## config.mk

```make
export PLATFORM = sky130hd
export DESIGN_NAME = battleship_shot_ctrl_flat
export DESIGN_NICKNAME = d
export VERILOG_FILES = /design/src/rtl/battleship_shot_ctrl_if.sv /design/src/rtl/battleship_shot_ctrl.sv /design/src/flat_wrapper.sv
export SDC_FILE = /design/constraint.sdc
export NUM_CORES = 1
export LEC_CHECK = 0
export CORE_MARGIN = 2
export CORE_UTILIZATION = 60
export DETAILED_ROUTE_END_ITERATION = 6
export PLACE_DENSITY = 0.81
export SLEW_MARGIN = 40
export SYNTH_ARGS = -nofsm -noshare
export SYNTH_HDL_FRONTEND = slang
export SYNTH_SLANG_ARGS = --single-unit
```

## constraint.sdc

```tcl
create_clock -name clock -period 4.8 [get_ports clock]
set_input_delay 0.96 -clock clock [delete_from_list [all_inputs] [get_ports clock]]
set_output_delay 0.96 -clock clock [all_outputs]
set_load 0.05 [all_outputs]
```

## src/rtl/battleship_shot_ctrl_if.sv

```systemverilog
// Shot handshake, hit-lookup and result/status bundle for battleship_shot_ctrl.
// The slave modport is the controller side; the master modport is the front end / lookup side.
interface battleship_shot_ctrl_if;
   logic       start;
   logic       shot_valid;
   logic       shot_ready;
   logic [3:0] shot_x;
   logic [3:0] shot_y;
   logic [3:0] lookup_x;
   logic [3:0] lookup_y;
   logic       lookup_hit;
   logic       res_valid;
   logic       res_hit;
   logic       res_invalid;
   logic       res_repeat;
   logic [4:0] hit_count;
   logic [5:0] shots_left;
   logic       game_won;
   logic       game_lost;

   modport slave (
      input  start, shot_valid, shot_x, shot_y, lookup_hit,
      output shot_ready, lookup_x, lookup_y, res_valid, res_hit, res_invalid,
             res_repeat, hit_count, shots_left, game_won, game_lost
   );

   modport master (
      output start, shot_valid, shot_x, shot_y, lookup_hit,
      input  shot_ready, lookup_x, lookup_y, res_valid, res_hit, res_invalid,
             res_repeat, hit_count, shots_left, game_won, game_lost
   );
endinterface

```

## src/rtl/battleship_shot_ctrl.sv

```systemverilog
// Single-player shot sequencer: accepts, range-checks and de-duplicates shots, queries the hit lookup, tracks score.
// Optional shot limit and loss state enabled by defining BATTLESHIP_SHOT_LIMIT_EN.
module battleship_shot_ctrl #(
   parameter int BOARD_DIM  = 10,
   parameter int TOTAL_HITS = 19,
   parameter int MAX_SHOTS  = 40
) (
   input logic                  clock,
   input logic                  reset_L,
   battleship_shot_ctrl_if.slave bus
);

   localparam int         CELLS  = BOARD_DIM * BOARD_DIM;
   localparam int         IDX_W  = $clog2(CELLS);
   localparam logic [3:0] DIM_C  = 4'(BOARD_DIM);
   localparam logic [4:0] HITS_C = 5'(TOTAL_HITS);

   if (MAX_SHOTS < 0 || MAX_SHOTS > 63) begin : g_bad_max_shots
      $error("MAX_SHOTS must fit in the 6-bit shots_left counter");
   end

   typedef enum logic [2:0] {IDLE, WAIT, CHECK, REPORT, WON, LOST} state_t;

   state_t           state_q, state_d;
   logic [3:0]       x_q, x_d, y_q, y_d;
   logic [CELLS-1:0] bitmap_q, bitmap_d;
   logic [4:0]       hit_count_q, hit_count_d;
   logic             res_hit_q, res_hit_d;
   logic             res_invalid_q, res_invalid_d;
   logic             res_repeat_q, res_repeat_d;
   logic [5:0]       shots_left_q;
   logic             in_range, is_repeat, legal_shot, game_start, out_of_shots;
   logic [IDX_W-1:0] cell_idx;

   always_comb begin
      in_range   = (x_q != 4'd0) && (x_q <= DIM_C) && (y_q != 4'd0) && (y_q <= DIM_C);
      cell_idx   = IDX_W'((int'(x_q) - 1) * BOARD_DIM + (int'(y_q) - 1));
      // cell_idx is only meaningful for in-range coordinates, so every use is gated by in_range
      is_repeat  = in_range && bitmap_q[cell_idx];
      legal_shot = (state_q == CHECK) && in_range && !is_repeat;
      game_start = bus.start && (state_q == IDLE || state_q == WON || state_q == LOST);
   end

`ifdef BATTLESHIP_SHOT_LIMIT_EN
   localparam logic [5:0] SHOTS_C = 6'(MAX_SHOTS);
   logic [5:0] shots_left_d;

   always_comb begin
      shots_left_d = shots_left_q;
      if (game_start)
         shots_left_d = SHOTS_C;
      else if (legal_shot && shots_left_q != 6'd0)
         shots_left_d = shots_left_q - 6'd1;
   end

   always_ff @(posedge clock or negedge reset_L) begin
      if (!reset_L) shots_left_q <= '0;
      else          shots_left_q <= shots_left_d;
   end

   assign out_of_shots = (shots_left_q == 6'd0);
`else
   assign shots_left_q = '0;
   assign out_of_shots = 1'b0;
`endif

   always_ff @(posedge clock or negedge reset_L) begin
      if (!reset_L) state_q <= IDLE;
      else          state_q <= state_d;
   end

   always_comb begin
      state_d = state_q;
      case (state_q)
         IDLE:    if (bus.start) state_d = WAIT;
         WAIT:    if (bus.shot_valid) state_d = CHECK;
         CHECK:   state_d = REPORT;
         REPORT: begin
            if (hit_count_q == HITS_C) state_d = WON;
            else if (out_of_shots)     state_d = LOST;
            else                       state_d = WAIT;
         end
         WON, LOST: if (bus.start) state_d = WAIT;
         default: state_d = IDLE;
      endcase
   end

   always_comb begin
      bus.shot_ready  = (state_q == WAIT);
      bus.res_valid   = (state_q == REPORT);
      bus.lookup_x    = (state_q == CHECK) ? x_q : 4'd0;
      bus.lookup_y    = (state_q == CHECK) ? y_q : 4'd0;
      bus.res_hit     = res_hit_q;
      bus.res_invalid = res_invalid_q;
      bus.res_repeat  = res_repeat_q;
      bus.hit_count   = hit_count_q;
      bus.shots_left  = shots_left_q;
      bus.game_won    = (state_q == WON);
`ifdef BATTLESHIP_SHOT_LIMIT_EN
      bus.game_lost   = (state_q == LOST);
`else
      bus.game_lost   = 1'b0;
`endif
   end

   // Result flags are captured at the end of CHECK and held until the next classification
   always_comb begin
      x_d           = x_q;
      y_d           = y_q;
      bitmap_d      = bitmap_q;
      hit_count_d   = hit_count_q;
      res_hit_d     = res_hit_q;
      res_invalid_d = res_invalid_q;
      res_repeat_d  = res_repeat_q;
      if (game_start) begin
         bitmap_d    = '0;
         hit_count_d = '0;
      end
      if (state_q == WAIT && bus.shot_valid) begin
         x_d = bus.shot_x;
         y_d = bus.shot_y;
      end
      if (state_q == CHECK) begin
         res_invalid_d = !in_range;
         res_repeat_d  = is_repeat;
         res_hit_d     = legal_shot && bus.lookup_hit;
         if (legal_shot) begin
            bitmap_d[cell_idx] = 1'b1;
            if (bus.lookup_hit && hit_count_q < HITS_C)
               hit_count_d = hit_count_q + 5'd1;
         end
      end
   end

   always_ff @(posedge clock or negedge reset_L) begin
      if (!reset_L) begin
         x_q           <= '0;
         y_q           <= '0;
         bitmap_q      <= '0;
         hit_count_q   <= '0;
         res_hit_q     <= 1'b0;
         res_invalid_q <= 1'b0;
         res_repeat_q  <= 1'b0;
      end else begin
         x_q           <= x_d;
         y_q           <= y_d;
         bitmap_q      <= bitmap_d;
         hit_count_q   <= hit_count_d;
         res_hit_q     <= res_hit_d;
         res_invalid_q <= res_invalid_d;
         res_repeat_q  <= res_repeat_d;
      end
   end

endmodule

```

## src/flat_wrapper.sv

```systemverilog
// flat-port wrapper written by rule: the top's interface ports become plain ports
module battleship_shot_ctrl_flat 
#(
   parameter int BOARD_DIM  = 10,
   parameter int TOTAL_HITS = 19,
   parameter int MAX_SHOTS  = 40
)
  (clock, reset_L, bus_start, bus_shot_valid, bus_shot_x, bus_shot_y, bus_lookup_hit, bus_shot_ready, bus_lookup_x, bus_lookup_y, bus_res_valid, bus_res_hit, bus_res_invalid, bus_res_repeat, bus_hit_count, bus_shots_left, bus_game_won, bus_game_lost);
  battleship_shot_ctrl_if bus_i ();
  input logic clock;
  input logic reset_L;
  input wire logic [$bits(bus_i.start)-1:0] bus_start;
  input wire logic [$bits(bus_i.shot_valid)-1:0] bus_shot_valid;
  input wire logic [$bits(bus_i.shot_x)-1:0] bus_shot_x;
  input wire logic [$bits(bus_i.shot_y)-1:0] bus_shot_y;
  input wire logic [$bits(bus_i.lookup_hit)-1:0] bus_lookup_hit;
  output wire logic [$bits(bus_i.shot_ready)-1:0] bus_shot_ready;
  output wire logic [$bits(bus_i.lookup_x)-1:0] bus_lookup_x;
  output wire logic [$bits(bus_i.lookup_y)-1:0] bus_lookup_y;
  output wire logic [$bits(bus_i.res_valid)-1:0] bus_res_valid;
  output wire logic [$bits(bus_i.res_hit)-1:0] bus_res_hit;
  output wire logic [$bits(bus_i.res_invalid)-1:0] bus_res_invalid;
  output wire logic [$bits(bus_i.res_repeat)-1:0] bus_res_repeat;
  output wire logic [$bits(bus_i.hit_count)-1:0] bus_hit_count;
  output wire logic [$bits(bus_i.shots_left)-1:0] bus_shots_left;
  output wire logic [$bits(bus_i.game_won)-1:0] bus_game_won;
  output wire logic [$bits(bus_i.game_lost)-1:0] bus_game_lost;
  assign bus_i.start = bus_start;
  assign bus_i.shot_valid = bus_shot_valid;
  assign bus_i.shot_x = bus_shot_x;
  assign bus_i.shot_y = bus_shot_y;
  assign bus_i.lookup_hit = bus_lookup_hit;
  assign bus_shot_ready = bus_i.shot_ready;
  assign bus_lookup_x = bus_i.lookup_x;
  assign bus_lookup_y = bus_i.lookup_y;
  assign bus_res_valid = bus_i.res_valid;
  assign bus_res_hit = bus_i.res_hit;
  assign bus_res_invalid = bus_i.res_invalid;
  assign bus_res_repeat = bus_i.res_repeat;
  assign bus_hit_count = bus_i.hit_count;
  assign bus_shots_left = bus_i.shots_left;
  assign bus_game_won = bus_i.game_won;
  assign bus_game_lost = bus_i.game_lost;
  battleship_shot_ctrl #(.BOARD_DIM(BOARD_DIM), .TOTAL_HITS(TOTAL_HITS), .MAX_SHOTS(MAX_SHOTS)) u_core (.clock(clock), .reset_L(reset_L), .bus(bus_i));
endmodule
```

## Word level (Yosys, flattened, before mapping)

Index checks and enable logic that the tools add are counted.

| storage, ports and cells | value |
|---|---|
| memory bits (read-only) | 0 |
| memories kept | 0 |
| bits of input ports | 13 |
| output and inout bits | 26 |
| memory bits (writable) | 0 |
| flip-flop bits (word level) | 119 |
| bits in latches | 0 |

| cells by class | value |
|---|---|
| div/mod/pow operators | 0 |
| multipliers | 1 |
| add/sub/neg operators | 4 |
| order comparisons | 5 |
| equal/unequal tests | 8 |
| bitwise gates (word level) | 1 |
| shifts and indexed selects | 0 |
| multiplexer cells | 17 |
| reductions and logical operators | 20 |

Operators by type and width:

| kind | count |
|---|---|
| 100-bit 2-to-1 mux | 3 |
| 100-bit bitwise OR | 1 |
| 32-bit by 4-bit multiplier with 6-bit output (second input constant) | 1 |
| 5-bit 2-to-1 mux | 4 |
| 3-bit one-hot mux with 4 select lines | 1 |
| 1-bit logical AND | 11 |
| 4-bit by 1-bit subtractor with 5-bit output (second input constant) | 2 |
| 3-bit 2-to-1 mux | 3 |
| 4-bit less-or-equal comparator (second input constant) | 2 |
| 7-bit by 8-bit < comparator with 1-bit output (second input constant) | 1 |
| 4-bit 2-to-1 mux | 2 |
| 4-bit nonzero test | 2 |
| 7-bit adder | 1 |
| 1-bit binary-select mux with 7-bit select | 1 |
| 1-bit demux with 7-bit select | 1 |
| 7-bit by 1-bit >= comparator with 1-bit output (second input constant) | 1 |
| 3-bit by 2-bit equality test with 1-bit output (second input constant) | 2 |
| 3-bit equality test (second input constant) | 2 |
| 5-bit by 1-bit adder with 5-bit output (second input constant) | 1 |
| 5-bit equality test (second input constant) | 1 |
| 5-bit < comparator (second input constant) | 1 |
| 3-bit by 1-bit equality test with 1-bit output (second input constant) | 1 |
| 3-bit zero test | 1 |
| 3-bit OR reduction | 1 |
| 6 further kinds | 9 |

## Logic depth before layout (Yosys ltp)

Gate-level depths: netlist (run 1).

| depth | value |
|---|---|
| depth in word-level cells | 10 |
| depth in mapped cells | 19 |
| depth with buffers taken out | 16 |

## Least setup slack after synthesis (run 1)

OpenSTA, ideal clock, no wires.

| timing path | value |
|---|---|
| path kind | flip-flop to flip-flop |
| start point | reg u_core.y_q[0] |
| end point | reg u_core.hit_count_q[0], in the netlist u_core.bus.hit_count[0] |
| path buffers | 5 |
| cell stages (with the launch flop) | 18 |
| data arrival time | 3.632 ns |
| data required time | 4.648 ns |
| library setup time | 0.152 ns |
| slack | 1.016 ns |
| cell sequence | dfrtp_1 buf_2 buf_2 inv_1 ha_1 inv_1 ha_1 fa_1 buf_2 buf_1 nand2_1 o22ai_1 a21oi_1 o211ai_1 a31o_2 buf_6 nand4_4 mux2i_1 |

| between the ends | value |
|---|---|
| word-level cells in the longest chain between the ends | 9 |
| elaborated cells on any way between the ends | 14 |
| those cells by class | add/sub: 2; order compare: 1; mux: 4; reduce/logical: 7 |

RTL lines:

| item | line | text |
|---|---|---|
| start, declared | battleship_shot_ctrl.sv:25 | `logic [3:0] x_q, x_d, y_q, y_d;` |
| start signal, assigned | battleship_shot_ctrl.sv:146 | `y_q <= y_d;` |
| 4-bit by 1-bit subtractor with 5-bit output | battleship_shot_ctrl.sv:37 | `cell_idx = IDX_W'((int'(x_q) - 1) * BOARD_DIM + (int'(y_q) - 1));` |
| 7-bit adder | battleship_shot_ctrl.sv:37 |  |
| 1-bit binary-select mux with 7-bit select | battleship_shot_ctrl.sv:39 | `is_repeat = in_range && bitmap_q[cell_idx];` |
| 1-bit 2-to-1 mux (not written as such) | battleship_shot_ctrl.sv:39 |  |
| 1-bit logical AND | battleship_shot_ctrl.sv:39 |  |
| 1-bit zero test | battleship_shot_ctrl.sv:40 | `legal_shot = (state_q == CHECK) && in_range && !is_repeat;` |
| 1-bit logical AND * | battleship_shot_ctrl.sv:40 |  |
| 5-bit 2-to-1 mux * | battleship_shot_ctrl.sv:127 | `if (legal_shot) begin` |
| 5-bit 2-to-1 mux * | battleship_shot_ctrl.sv:123 | `if (state_q == CHECK) begin` |
| net u_core.hit_count_d[0] | battleship_shot_ctrl.sv:27 | `logic [4:0] hit_count_q, hit_count_d;` |
| end signal, assigned | battleship_shot_ctrl.sv:148 | `hit_count_q <= hit_count_d;` |
| end, declared | battleship_shot_ctrl.sv:27 |  |

The timed path passes the listed nets; every way through them passes the cells marked *. The select of a mux whose other input is x is not followed.
A chain may end at the register's enable or synchronous reset.

## Worst setup path in the final report (run 1)

| timing path | value |
|---|---|
| start point | reg u_core.x_q[0] |
| end point | reg u_core.bitmap_q[74] |

| between the ends | value |
|---|---|
| word-level cells in the longest chain between the ends | 10 |
| elaborated cells on any way between the ends | 22 |
| those cells by class | add/sub: 2; mul: 1; order compare: 3; mux: 6; bitwise: 1; reduce/logical: 9 |

RTL lines:

| item | line | text |
|---|---|---|
| start, declared | battleship_shot_ctrl.sv:25 |  |
| start signal, assigned | battleship_shot_ctrl.sv:137 | `x_q <= '0;` |
| start signal, assigned | battleship_shot_ctrl.sv:145 | `x_q <= x_d;` |
| 4-bit by 1-bit subtractor with 5-bit output | battleship_shot_ctrl.sv:37 |  |
| 32-bit by 4-bit multiplier with 6-bit output | battleship_shot_ctrl.sv:37 |  |
| 7-bit adder | battleship_shot_ctrl.sv:37 |  |
| 7-bit by 8-bit < comparator with 1-bit output (not written as such) (tied with other cells) | battleship_shot_ctrl.sv:128 | `bitmap_d[cell_idx] = 1'b1;` |
| 1-bit logical AND (not written as such) or 1-bit 2-to-1 mux (tied branches) | battleship_shot_ctrl.sv:128, battleship_shot_ctrl.sv:39 |  |
| 1-bit 2-to-1 mux (not written as such) or 1-bit logical AND (tied branches) | battleship_shot_ctrl.sv:128, battleship_shot_ctrl.sv:39 |  |
| 1-bit demux with 7-bit select or 1-bit zero test (tied branches) | - |  |
| 100-bit bitwise OR (no source line) or 1-bit logical AND (tied branches) | - |  |
| 100-bit 2-to-1 mux * | battleship_shot_ctrl.sv:127 |  |
| 100-bit 2-to-1 mux * | battleship_shot_ctrl.sv:123 |  |
| net u_core.bitmap_d[74] | battleship_shot_ctrl.sv:26 | `logic [CELLS-1:0] bitmap_q, bitmap_d;` |
| end signal, assigned | battleship_shot_ctrl.sv:147 | `bitmap_q <= bitmap_d;` |
| end, declared | battleship_shot_ctrl.sv:26 |  |

Marks and branches as above.

==> metrics.yaml, run 1 <==
clock_tree:
  cts_hold_buf: 0
  cts_buffer_depth: 2
  cts_tree: "done"
  cts.root.buffer_cell: "clkbuf_8"
  cts_made_buffers: 17
  cts.reportedPaths.clkPinSlew_ns: 0.06
  cts_sinks: 119
  htreeDepth: 4
  clk_latency_ns: 0.52
floorplanning:
  die_w_um: 106
  core.rowCount: 37
  initial_core_util: 0.607
  fp.dieH_um: 106
  pin_count: 39
  die_area_um2: 11100
  core_region_area_um2: 10200
logic_synthesis:
  synth.cell_area_um2: 6190
  synth_xor_area_frac: 0.0206
  yosys-mux-area-fraction: 0.0985
  synth_top_family_by_area: "compound AO/OA/AOI/OAI gates"
  synthDistinctLibCells: 61
  synth_fa_ha_area_frac: 0.0388
  synth_compound_area_frac: 0.156
  async_reset_ff_frac: 1.00
  ys_seq_area_frac: 0.481
  ys_ff_latch: 119
  synth.avg_cell_area_um2: 9.95
  yosys.area_share.simple: 0.152
  netlist_instances: 622
  ys.warnings.count: 0
  synth_edf_count: 0
  ys.flop_type: "dfrtp_1"
global_route:
  met2_usage: 0.481
  grt_pass1_vias: 5069
  grt_pass1_wl_mm: 25.7
  use_met1: 0.395
  grt_max_degree: 68
  track_usage: 0.297
  overflow: 0
  grt_util_met3: 0.0606
  grt_busiest_layer: "met2"
  antenna_found_initial: 0
timing:
  final_max_slew_viol_count: 0
  period_share: 0.944
  max_freq_ghz: 0.221
  min_period_ns: 4.53
  timing.slew.headroom: 0.568
  finalSetupViolCount: 0
  tns_ns: 0
  finClkSkew_ns: 0.00726
  worstMarginPinSlew_ns: 0.648
  finalHoldViolCount: 0
  rsz0062_at_grt: "no"
layout:
  fill_cells: 718
  mostFrequentLayoutCell: "nand2_1"
  multi_input_area_um2: 2920
  layout.nets: 682
  diodes: 0
  regArea_um2: 2980
  final_cell_mix: "132 x nand2_1, 119 x dfrtp_1, 60 x o21ai_1, 52 x o21ai_0, 30 x clkdlybuf4s50_1"
  drive_gt1_frac: 0.119
  syn2layout_area_growth_pct: 16.4
setup_path:
  crit_top_cell: "ha_1"
  crit_fanout: 12
  arrival_ns: 4.95
  crit_required_ns: 5.22
  setup.worst_path.class: "reg -> reg"
  cpPeakStageDelay_ns: 0.49
  startpoint_type: "register"
  slowest_stage: "fa_1"
  worstPathCellList: "inv_1 -> ha_1 -> xor2_1 -> ha_1 -> ha_1 -> inv_1 -> fa_1 -> inv_1 -> ha_1 -> o21ai_0 -> o21bai_1 -> xnor3_1 -> a311oi_1 -> a31o_4 -> nand4_1 -> buf_4 -> o21ai_0"
  end_kind: "register"
routing:
  vias: 4900
  wirelength_mm: 15.6
  drt_iter0_markers: 580
  firstDrtPassIters: 5
  via_per_inst: 6.14
  ant_nets: 0
  remaining_drc_errors: 0
  wl_per_cell_um: 19.6
run:
  max_cap_viol_count: 0
placement:
  port_buffers: 31
  dp_hpwl_mm: 9.76
  gp_congestion: 0.906
hold_path:
  hp-class: "in -> async"
outcome:
  outcome: "finished, final reports clean"
## worst max-delay path: cells and delay by family (launching register included)
kind            cells  cell delay [ns]
simple gates        1             0.30
buf+inv             4             0.57
xor+xnor            2             0.58
compound gates      5             1.16
flops               1             0.41
fa+ha+maj           5             1.41
## routing by layer
metal	routed length [um]	vias to the layer above
met3	1040	45
li1	-	2219
met5	0	-
met2	7650	232
met4	440	0
met1	6510	2404
## kinds of logic after synthesis
logic type,count (synthesis)
buffers and inverters,59
flip-flops,119
AND/OR/NAND/NOR,205
AO/OA/AOI/OAI,166
other,1
adder cells (fa/ha/maj),18
XOR/XNOR,13
multiplexers,41
## synth_stat cells (all sizes together) (7+ instances only)
master,number,area share
and2,7,0.0071
inv,19,0.012
nor2,24,0.015
mux2,9,0.016
buf,25,0.031
a21oi,13,0.011
mux2i,17,0.028
clkbuf,15,0.0091
mux4,15,0.055
nand2,135,0.083
o21ai,112,0.091
xor2,7,0.0099
dfrtp,119,0.48
ha,16,0.032
## area by class of cell
cell class                      count  share of cell area
Sequential cell                   119               0.414
Multi-Input combinational cell    450               0.405
Clock buffer                       23              0.0676
Timing Repair Buffer               44              0.0568
Tap cell                          136              0.0236
Clock inverter                      7              0.0229
Inverter                           19             0.00991
## path summary, 6_finish.rpt
| check | from | slack (ns) | cells after the start | end |
|---|---|---|---|---|
| worst min register to register | u_core.bitmap_q[12] | 0.48 | 2 | u_core.bitmap_q[12] |
| worst min-delay path | reset_L | 0.28 | 1 | u_core.x_q[3] |
| worst max-delay path | u_core.x_q[0] | 0.27 | 17 | u_core.bitmap_q[74] |
| max in group asynchronous | reset_L | 3.67 | 2 | u_core.bitmap_q[23] |
| min in group clock | u_core.bitmap_q[12] | 0.48 | 2 | u_core.bitmap_q[12] |
| worst max register to register | u_core.x_q[0] | 0.27 | 17 | u_core.bitmap_q[74] |
## registers in the layout (all words and copies together), names as in the netlist
register / cells
u_core.bitmap_q: 100
u_core.state_q: 3
u_core.x_q: 4
u_core.bus.hit_count: 5
u_core.bus.res_hit: 1
u_core.y_q: 4
u_core.bus.res_repeat: 1
u_core.bus.res_invalid: 1
## timing repair
| item | CTS | global route |
|---|---|---|
| resized for setup | 0 | 1 |
| buffers inserted | 0 | 0 |
| hold endpoints to repair | 0 | 0 |
| endpoints found under the setup margin | 0 | 2 |
## per-stage QoR
| stage | worst slack, ns | instance area (um2) | hold slack, ns | cells | utilization |
|---|---|---|---|---|---|
| after global routing | 0.0814 | 7200 | 0.283 | 798 | 0.707 |
| after CTS | 0.290 | 7190 | 0.274 | 798 | 0.706 |
| after detailed placement | 0.362 | 6530 | 0.470 | 768 | 0.642 |
| after global placement | 0.659 | 6530 | 0.460 | 768 | 0.642 |
| final | 0.271 | 7200 | 0.281 | 798 | 0.707 |
| after floorplan | 1.02 | 6210 | 0.444 | 628 | - |
Power of run 1 is not shown: default switching activity piles up to over one toggle a cycle in this logic, so the estimate is an artifact.
==> inputs of run 2 (changes only) <==
Settings changed: ABC_AREA set to 1, GPL_TIMING_DRIVEN set to 0, PLACE_DENSITY 0.81 to 0.8, RECOVER_POWER set to 50.
==> run 2 against run 1 <==
Against the previous run: the run now ends with capacitance limit, slew limit left; critical path depth rose by 4; area after synthesis is 18% higher; sequential share of layout area fell by 6.2 points; via count increased by 47%; fmax grew 6.8%; count of clock-buffer cells in the layout fell by 1; global-route usage increased by 3.3 points; die area up 18%; hold slack improved by 0.19 ns; highest routed layer unchanged.
==> metrics.yaml, run 2 <==
outcome:
  outcome: "complete, but fails checks"  # was finished, final reports clean
  violations: "capacitance limit, slew limit"
placement:
  gp_congestion: 0.943  # was 0.906
  dp_hpwl_mm: 13.6  # was 9.76 mm
  port_buffers: 31  # unchanged
hold_path:
  hp-class: "reg -> reg"  # was in -> async
floorplanning:
  fp.dieH_um: 115  # was 106 um
  core.rowCount: 40  # was 37
  core_region_area_um2: 12000  # was 10,200 um2
  die_w_um: 115  # was 106 um
  initial_core_util: 0.613  # was 0.607
  die_area_um2: 13100  # was 11,100 um2
  pin_count: 39  # unchanged
timing:
  timing.slew.headroom: -0.629  # was 0.568
  finClkSkew_ns: 0.00898  # was 0.00726 ns
  max_freq_ghz: 0.236  # was 0.221 GHz
  finalSetupViolCount: 0  # unchanged
  hold_ws_ns: 0.474  # was 0.281 ns
  final_max_slew_viol_count: 45  # was 0
  tns_ns: 0  # unchanged
  worstMarginPinSlew_ns: 2.44  # was 0.648 ns
  rsz0062_at_grt: "no"  # unchanged
  min_period_ns: 4.24  # was 4.53 ns
  finalHoldViolCount: 0  # unchanged
  period_share: 0.884  # was 0.944
logic_synthesis:
  synth_top_family_by_area: "simple AND/OR/NAND/NOR gates"  # was compound AO/OA/AOI/OAI gates
  ys.warnings.count: 0  # unchanged
  async_reset_ff_frac: 1.00  # unchanged
  ys_seq_area_frac: 0.406  # was 0.481
  synthDistinctLibCells: 29  # was 61
  ys.flop_type: "dfrtp_1"  # unchanged
  ys_ff_latch: 119  # unchanged
  synth_common_cells: "430 x nand2_1, 187 x nor2_1, 132 x nand3_1"  # was 132 x nand2_1, 119 x dfrtp_1, 60 x o21ai_1
  yosysMostFrequentCell: "nand2_1"  # unchanged
  synth_area_leader_cell: "dfrtp_1"  # unchanged
  synth_edf_count: 0  # unchanged
  synth.cell_area_um2: 7330  # was 6190 um2
  synth_compound_area_frac: 0.0446  # was 0.156
  synthTopCellsByArea: "dfrtp_1 41%, nand2_1 22%, nor2_1 9.6%"  # was dfrtp_1 48%, nand2_1 8.0%, mux4_2 5.5%
  yosys.area_share.simple: 0.417  # was 0.152
  netlist_instances: 1125  # was 622
  synth.avg_cell_area_um2: 6.51  # was 9.95 um2
  netlist.area_leader.share: 0.406  # was 0.481
  synth_fa_ha_area_frac: 0.0328  # was 0.0388
  yosys-mux-area-fraction: 0  # was 0.0985
  synth_xor_area_frac: 0.00837  # was 0.0206
global_route:
  grt_pass1_wl_mm: 33.6  # was 25.7 mm
  grt_pass1_vias: 6804  # was 5,069
  grt_max_degree: 76  # was 68
  track_usage: 0.331  # was 0.297
  overflow: 0  # unchanged
  antenna_found_initial: 0  # unchanged
setup_path:
  setup.worst_path.class: "reg -> reg"  # unchanged
  end_kind: "register"  # unchanged
  startpoint_type: "register"  # unchanged
  slowest_stage: "clkbuf_1"  # was fa_1
  crit_top_cell: "nand2_1"  # was ha_1
  crit_required_ns: 5.11  # was 5.22 ns
  crit_fanout: 12  # unchanged
  arrival_ns: 4.55  # was 4.95 ns
  worstPathCellList: "buf_2 -> inv_2 -> buf_2 -> ha_1 -> xor2_1 -> fa_1 -> buf_2 -> clkinv_1 -> clkbuf_1 -> nand2_1 -> nand2_1 -> nand2_1 -> nand2_1 -> nor2_1 -> nor2_1 -> nor2_1 -> nand2_2 -> buf_6 -> nand2_1 -> nand2_1 -> nand2_1"  # was inv_1 -> ha_1 -> xor2_1 -> ha_1 -> ha_1 -> inv_1 -> fa_1 -> inv_1 -> ha_1 -> o21ai_0 -> o21bai_1 -> xnor3_1 -> a311oi_1 -> a31o_4 -> nand4_1 -> buf_4 -> o21ai_0
  cpPeakStageDelay_ns: 0.47  # was 0.49 ns
clock_tree:
  cts_buffer_depth: 2  # unchanged
  cts.reportedPaths.clkPinSlew_ns: 0.05  # was 0.06 ns
  cts_hold_buf: 0  # unchanged
  cts.root.buffer_cell: "clkbuf_16"  # was clkbuf_8
  postCtsSetupBuffers: 0  # unchanged
  cts_sinks: 119  # unchanged
  cts_made_buffers: 17  # unchanged
  htreeDepth: 4  # unchanged
  ctsResizeCount: 0  # unchanged
  clk_latency_ns: 0.43  # was 0.52 ns
  cts_tree: "done"  # unchanged
layout:
  diodes: 0  # unchanged
  final_cell_mix: "430 x nand2_1, 186 x nor2_1, 132 x nand3_1, 119 x dfrtp_1, 82 x inv_1"  # was 132 x nand2_1, 119 x dfrtp_1, 60 x o21ai_1, 52 x o21ai_0, 30 x clkdlybuf4s50_1
  mostFrequentLayoutCell: "nand2_1"  # unchanged
  syn2layout_area_growth_pct: 15.5  # was 16.4%
  drive_gt1_frac: 0.0578  # was 0.119
  layout.nets: 1213  # was 682
  regMostFlops: "u_core.bitmap_q"  # unchanged
  largest_register_ff_count: 100  # unchanged
routing:
  ant_nets: 0  # unchanged
  remaining_drc_errors: 0  # unchanged
  vias: 7222  # was 4,900
  drt_iter0_markers: 929  # was 580
  wl_per_cell_um: 15.3  # was 19.6 um
  firstDrtPassIters: 6  # was 5
  wirelength_mm: 20.5  # was 15.6 mm
  via_per_inst: 5.39  # was 6.14
run:
  max_cap_viol_count: 1  # was 0
==> run 2: changes by cell type after synthesis, sizes merged, moves of 7 or more <==
| cell | before | now |
|---|---|---|
| and2 | 7 | 0 |
| buf | 25 | 37 |
| clkbuf | 15 | 34 |
| inv | 19 | 84 |
| mux2 | 9 | 0 |
| mux2i | 17 | 0 |
| mux4 | 15 | 0 |
| nand2 | 135 | 431 |
| nand3 | 5 | 132 |
| nor2 | 24 | 189 |
| o21ai | 112 | 41 |
==> run 2: through the flow <==
stage	std cells	setup WS, ns	util	instance area (um2)
global placement	1309	-1.86	0.656	7840
finish	1340	0.558	0.708	8460
global route	1340	0.210	0.708	8460
CTS	1340	0.590	0.708	8470
floorplan	1131	1.40	-	7350
detailed placement	1310	0.627	0.658	7880
==> run 2: path summary, 6_finish.rpt <==
check / cells past startpoint / slack (ns) / startpoint / endpoint
max: 21 / 0.56 / u_core.y_q[0] / u_core.bus.hit_count[2]
min: 2 / 0.47 / u_core.bitmap_q[35] / u_core.bitmap_q[35]
max reg2reg: 21 / 0.56 / u_core.y_q[0] / u_core.bus.hit_count[2]
min reg2reg: 2 / 0.47 / u_core.bitmap_q[35] / u_core.bitmap_q[35]
max in group asynchronous: 1 / 2.12 / reset_L / u_core.bitmap_q[36]
min in group asynchronous: 1 / 1.28 / reset_L / u_core.state_q[0]
==> run 2: routing by layer <==
layer  up-vias  global-route usage  routed length (um)
met4         0               0.126                 612
met1      3259               0.458                8920
met2       320               0.505                9140
li1       3584                   -                   -
met3        59              0.0799                1810
met5         -                   0                   0
==> run 2: final cells by class <==
class	instances	area, um2
Multi-Input combinational cell	856	3710
Fill cell	1008	3500
Sequential cell	119	2980
Clock buffer	22	474
Buffer	71	343
Timing Repair Buffer	32	332
Inverter	85	319
Tap cell	147	184
Clock inverter	8	123
==> run 2: cell families (layout without fill, tap and decap cells) <==
kind of cell	Yosys count	count (layout)
flops	119	119
buf+inv	156	218
compound gates	62	62
simple gates	762	762
xor+xnor	7	7
other cells	1	7
fa+ha+maj	18	18
==> run 2: worst max-delay path, delay by kind of cell (launching register included) <==
| kind | cells | cell delay (ns) |
|---|---|---|
| XOR/XNOR | 1 | 0.27 |
| flip-flops | 1 | 0.35 |
| buffers and inverters | 7 | 1.66 |
| AND/OR/NAND/NOR | 11 | 1.10 |
| adder cells (fa/ha/maj) | 2 | 0.72 |
Power of run 2 is left out for the same reason.
==> inputs of run 3 (changes only) <==
Settings changed: CORE_ASPECT_RATIO set to 1.1, CORE_UTILIZATION 60 to 50, PLACE_DENSITY 0.8 to 0.68.
==> run 3 against run 2 <==
Against the previous run: the run still ends with capacitance limit, slew limit left; clock skew is 0.0020 ns lower; largest cell class unchanged; sequential share of layout area decreased by 0.25 points; die area rose by 19%; flip-flop and latch count stayed put; via count about the same; hold slack gained 0.00071 ns.
==> metrics.yaml, run 3 (synthesis gave the netlist of run 2 again) <==
layout:
  mostFrequentLayoutCell: "nand2_1"  # unchanged
  regArea_um2: 2980  # unchanged
  final-instance-count-excl-fill: 1386  # was 1,340
  layout.nets: 1213  # unchanged
  syn2layout_area_growth_pct: 16.3  # was 15.5%
  regMostFlops: "u_core.bitmap_q"  # unchanged
  largest_register_ff_count: 100  # unchanged
  diodes: 0  # unchanged
  final_cell_mix: "430 x nand2_1, 186 x nor2_1, 132 x nand3_1, 119 x dfrtp_1, 82 x inv_1"  # unchanged
  fill_cells: 1415  # was 1,008
  multi_input_area_um2: 3710  # unchanged
  drive_gt1_frac: 0.0586  # was 0.0578
global_route:
  antenna_found_initial: 0  # unchanged
  track_usage: 0.288  # was 0.331
  overflow: 0  # unchanged
  grt_max_degree: 65  # was 76
  grt_pass1_vias: 6603  # was 6,804
  grt_pass1_wl_mm: 34.7  # was 33.6 mm
floorplanning:
  die_w_um: 119  # was 115 um
  pin_count: 39  # unchanged
  core_region_area_um2: 14400  # was 12,000 um2
  die_area_um2: 15600  # was 13,100 um2
  core.rowCount: 46  # was 40
  fp.dieH_um: 131  # was 115 um
  initial_core_util: 0.509  # was 0.613
routing:
  wirelength_mm: 21.5  # was 20.5 mm
  via_per_inst: 5.21  # was 5.39
  drt_iter0_markers: 732  # was 929
  ant_nets: 0  # unchanged
  wl_per_cell_um: 15.5  # was 15.3 um
  remaining_drc_errors: 0  # unchanged
  vias: 7225  # was 7,222
  firstDrtPassIters: 6  # unchanged
placement:
  dp_hpwl_mm: 14.0  # was 13.6 mm
  pre_cts_slack_ns: 0.585  # was 0.627 ns
  gp_congestion: 0.868  # was 0.943
  placed_cells: 1355  # was 1,310
  port_buffers: 31  # unchanged
clock_tree:
  cts_sinks: 119  # unchanged
  cts_hold_buf: 0  # unchanged
  cts.root.buffer_cell: "clkbuf_16"  # unchanged
  cts_tree: "done"  # unchanged
  cts.reportedPaths.clkPinSlew_ns: 0.05  # about the same
  clk_latency_ns: 0.43  # about the same
  cts_buffer_depth: 2  # unchanged
  postCtsSetupBuffers: 0  # unchanged
  ctsResizeCount: 0  # unchanged
  cts_made_buffers: 17  # unchanged
  htreeDepth: 4  # unchanged
setup_path:
  worstPathCellList: "inv_1 -> ha_1 -> xor2_1 -> ha_1 -> ha_1 -> inv_1 -> fa_1 -> inv_1 -> ha_1 -> nand2_1 -> o211ai_1 -> inv_1 -> nand2_1 -> nand3_1 -> nor2_1 -> nor2_1 -> nand2_2 -> buf_6 -> nand2_1 -> nand2_1 -> nand2_1"  # was buf_2 -> inv_2 -> buf_2 -> ha_1 -> xor2_1 -> fa_1 -> buf_2 -> clkinv_1 -> clkbuf_1 -> nand2_1 -> nand2_1 -> nand2_1 -> nand2_1 -> nor2_1 -> nor2_1 -> nor2_1 -> nand2_2 -> buf_6 -> nand2_1 -> nand2_1 -> nand2_1
  slowest_stage: "fa_1"  # was clkbuf_1
  setup.worst_path.class: "reg -> reg"  # unchanged
  end_kind: "register"  # unchanged
  arrival_ns: 4.58  # was 4.55 ns
  crit_top_cell: "nand2_1"  # unchanged
  crit_fanout: 10  # was 12
  crit_required_ns: 5.12  # was 5.11 ns
  startpoint_type: "register"  # unchanged
  cpPeakStageDelay_ns: 0.48  # was 0.47 ns
  worstReg2RegStart: "u_core.x_q[0]"  # was u_core.y_q[0]
  setup.worst_path.start: "u_core.x_q[0]"  # was u_core.y_q[0]
timing:
  timing.slew.headroom: -1.15  # was -0.629
  worstMarginPinSlew_ns: 3.23  # was 2.44 ns
  period_share: 0.888  # was 0.884
  tns_ns: 0  # unchanged
  setup_ws_ns: 0.537  # was 0.558 ns
  final_max_slew_viol_count: 56  # was 45
  finalSetupViolCount: 0  # unchanged
  finClkSkew_ns: 0.00696  # was 0.00898 ns
  finalHoldViolCount: 0  # unchanged
  max_freq_ghz: 0.235  # was 0.236 GHz
  rsz0062_at_grt: "no"  # unchanged
  hold_ws_ns: 0.475  # was 0.474 ns
  min_period_ns: 4.26  # was 4.24 ns
run:
  max_cap_viol_count: 1  # unchanged
hold_path:
  hp-class: "reg -> reg"  # unchanged
  worstHoldStart: "u_core.bitmap_q[35]"  # unchanged
outcome:
  violations: "capacitance limit, slew limit"  # unchanged
  outcome: "complete, but fails checks"  # unchanged
run 3: changes by cell type in the layout (fill, tap and decap cells not counted):
cell and change:
clkbuf_2 +1, clkdlybuf4s50_1 +1, clkinv_4 -1, clkinvlp_4 +1
dlygate4sd3_1 -1
run 3: layout make-up:
class	count	area share
well taps	192	0.0282
clock buffers	23	0.0561
inverters	85	0.0374
multi-input cells	856	0.435
clock inverters	8	0.0142
flip-flops and latches	119	0.349
repair buffers	32	0.0389
plain buffers	71	0.0404
run 3: final timing paths:
check	endpoint	slack, ns	depth (start not counted)
max	u_core.bus.hit_count[2]	0.54	21
min	u_core.bitmap_q[35]	0.47	2
min in group asynchronous	u_core.bitmap_q[1]	1.60	1
min reg2reg	u_core.bitmap_q[35]	0.47	2
max in group asynchronous	u_core.bitmap_q[35]	1.37	1
max reg2reg	u_core.bus.hit_count[2]	0.54	21
run 3: metal layers:
| layer | track usage | vias to the layer above | part of all wire |
|---|---|---|---|
| met4 | 0.134 | 0 | 0.029 |
| met2 | 0.450 | 275 | 0.45 |
| met5 | 0 | - | 0 |
| li1 | - | 3594 | - |
| met1 | 0.393 | 3304 | 0.44 |
| met3 | 0.0508 | 52 | 0.076 |
run 3: stage by stage:
| stage | area (um2) | utilization |
|---|---|---|
| after floorplan | 7350 | - |
| after global placement | 7900 | 0.549 |
| after detailed placement | 7940 | 0.551 |
| after CTS | 8530 | 0.593 |
| after global routing | 8520 | 0.592 |
| final | 8520 | 0.592 |
run 3: critical path: cells and delay by family (launching register included):
kind	cells	cell delay (ns)
buffers and inverters	5	0.67
AND/OR/NAND/NOR	9	1.19
adder cells (fa/ha/maj)	5	1.39
XOR/XNOR	1	0.24
flip-flops	1	0.36
AO/OA/AOI/OAI	1	0.30
Power of run 3 is left out for the same reason.
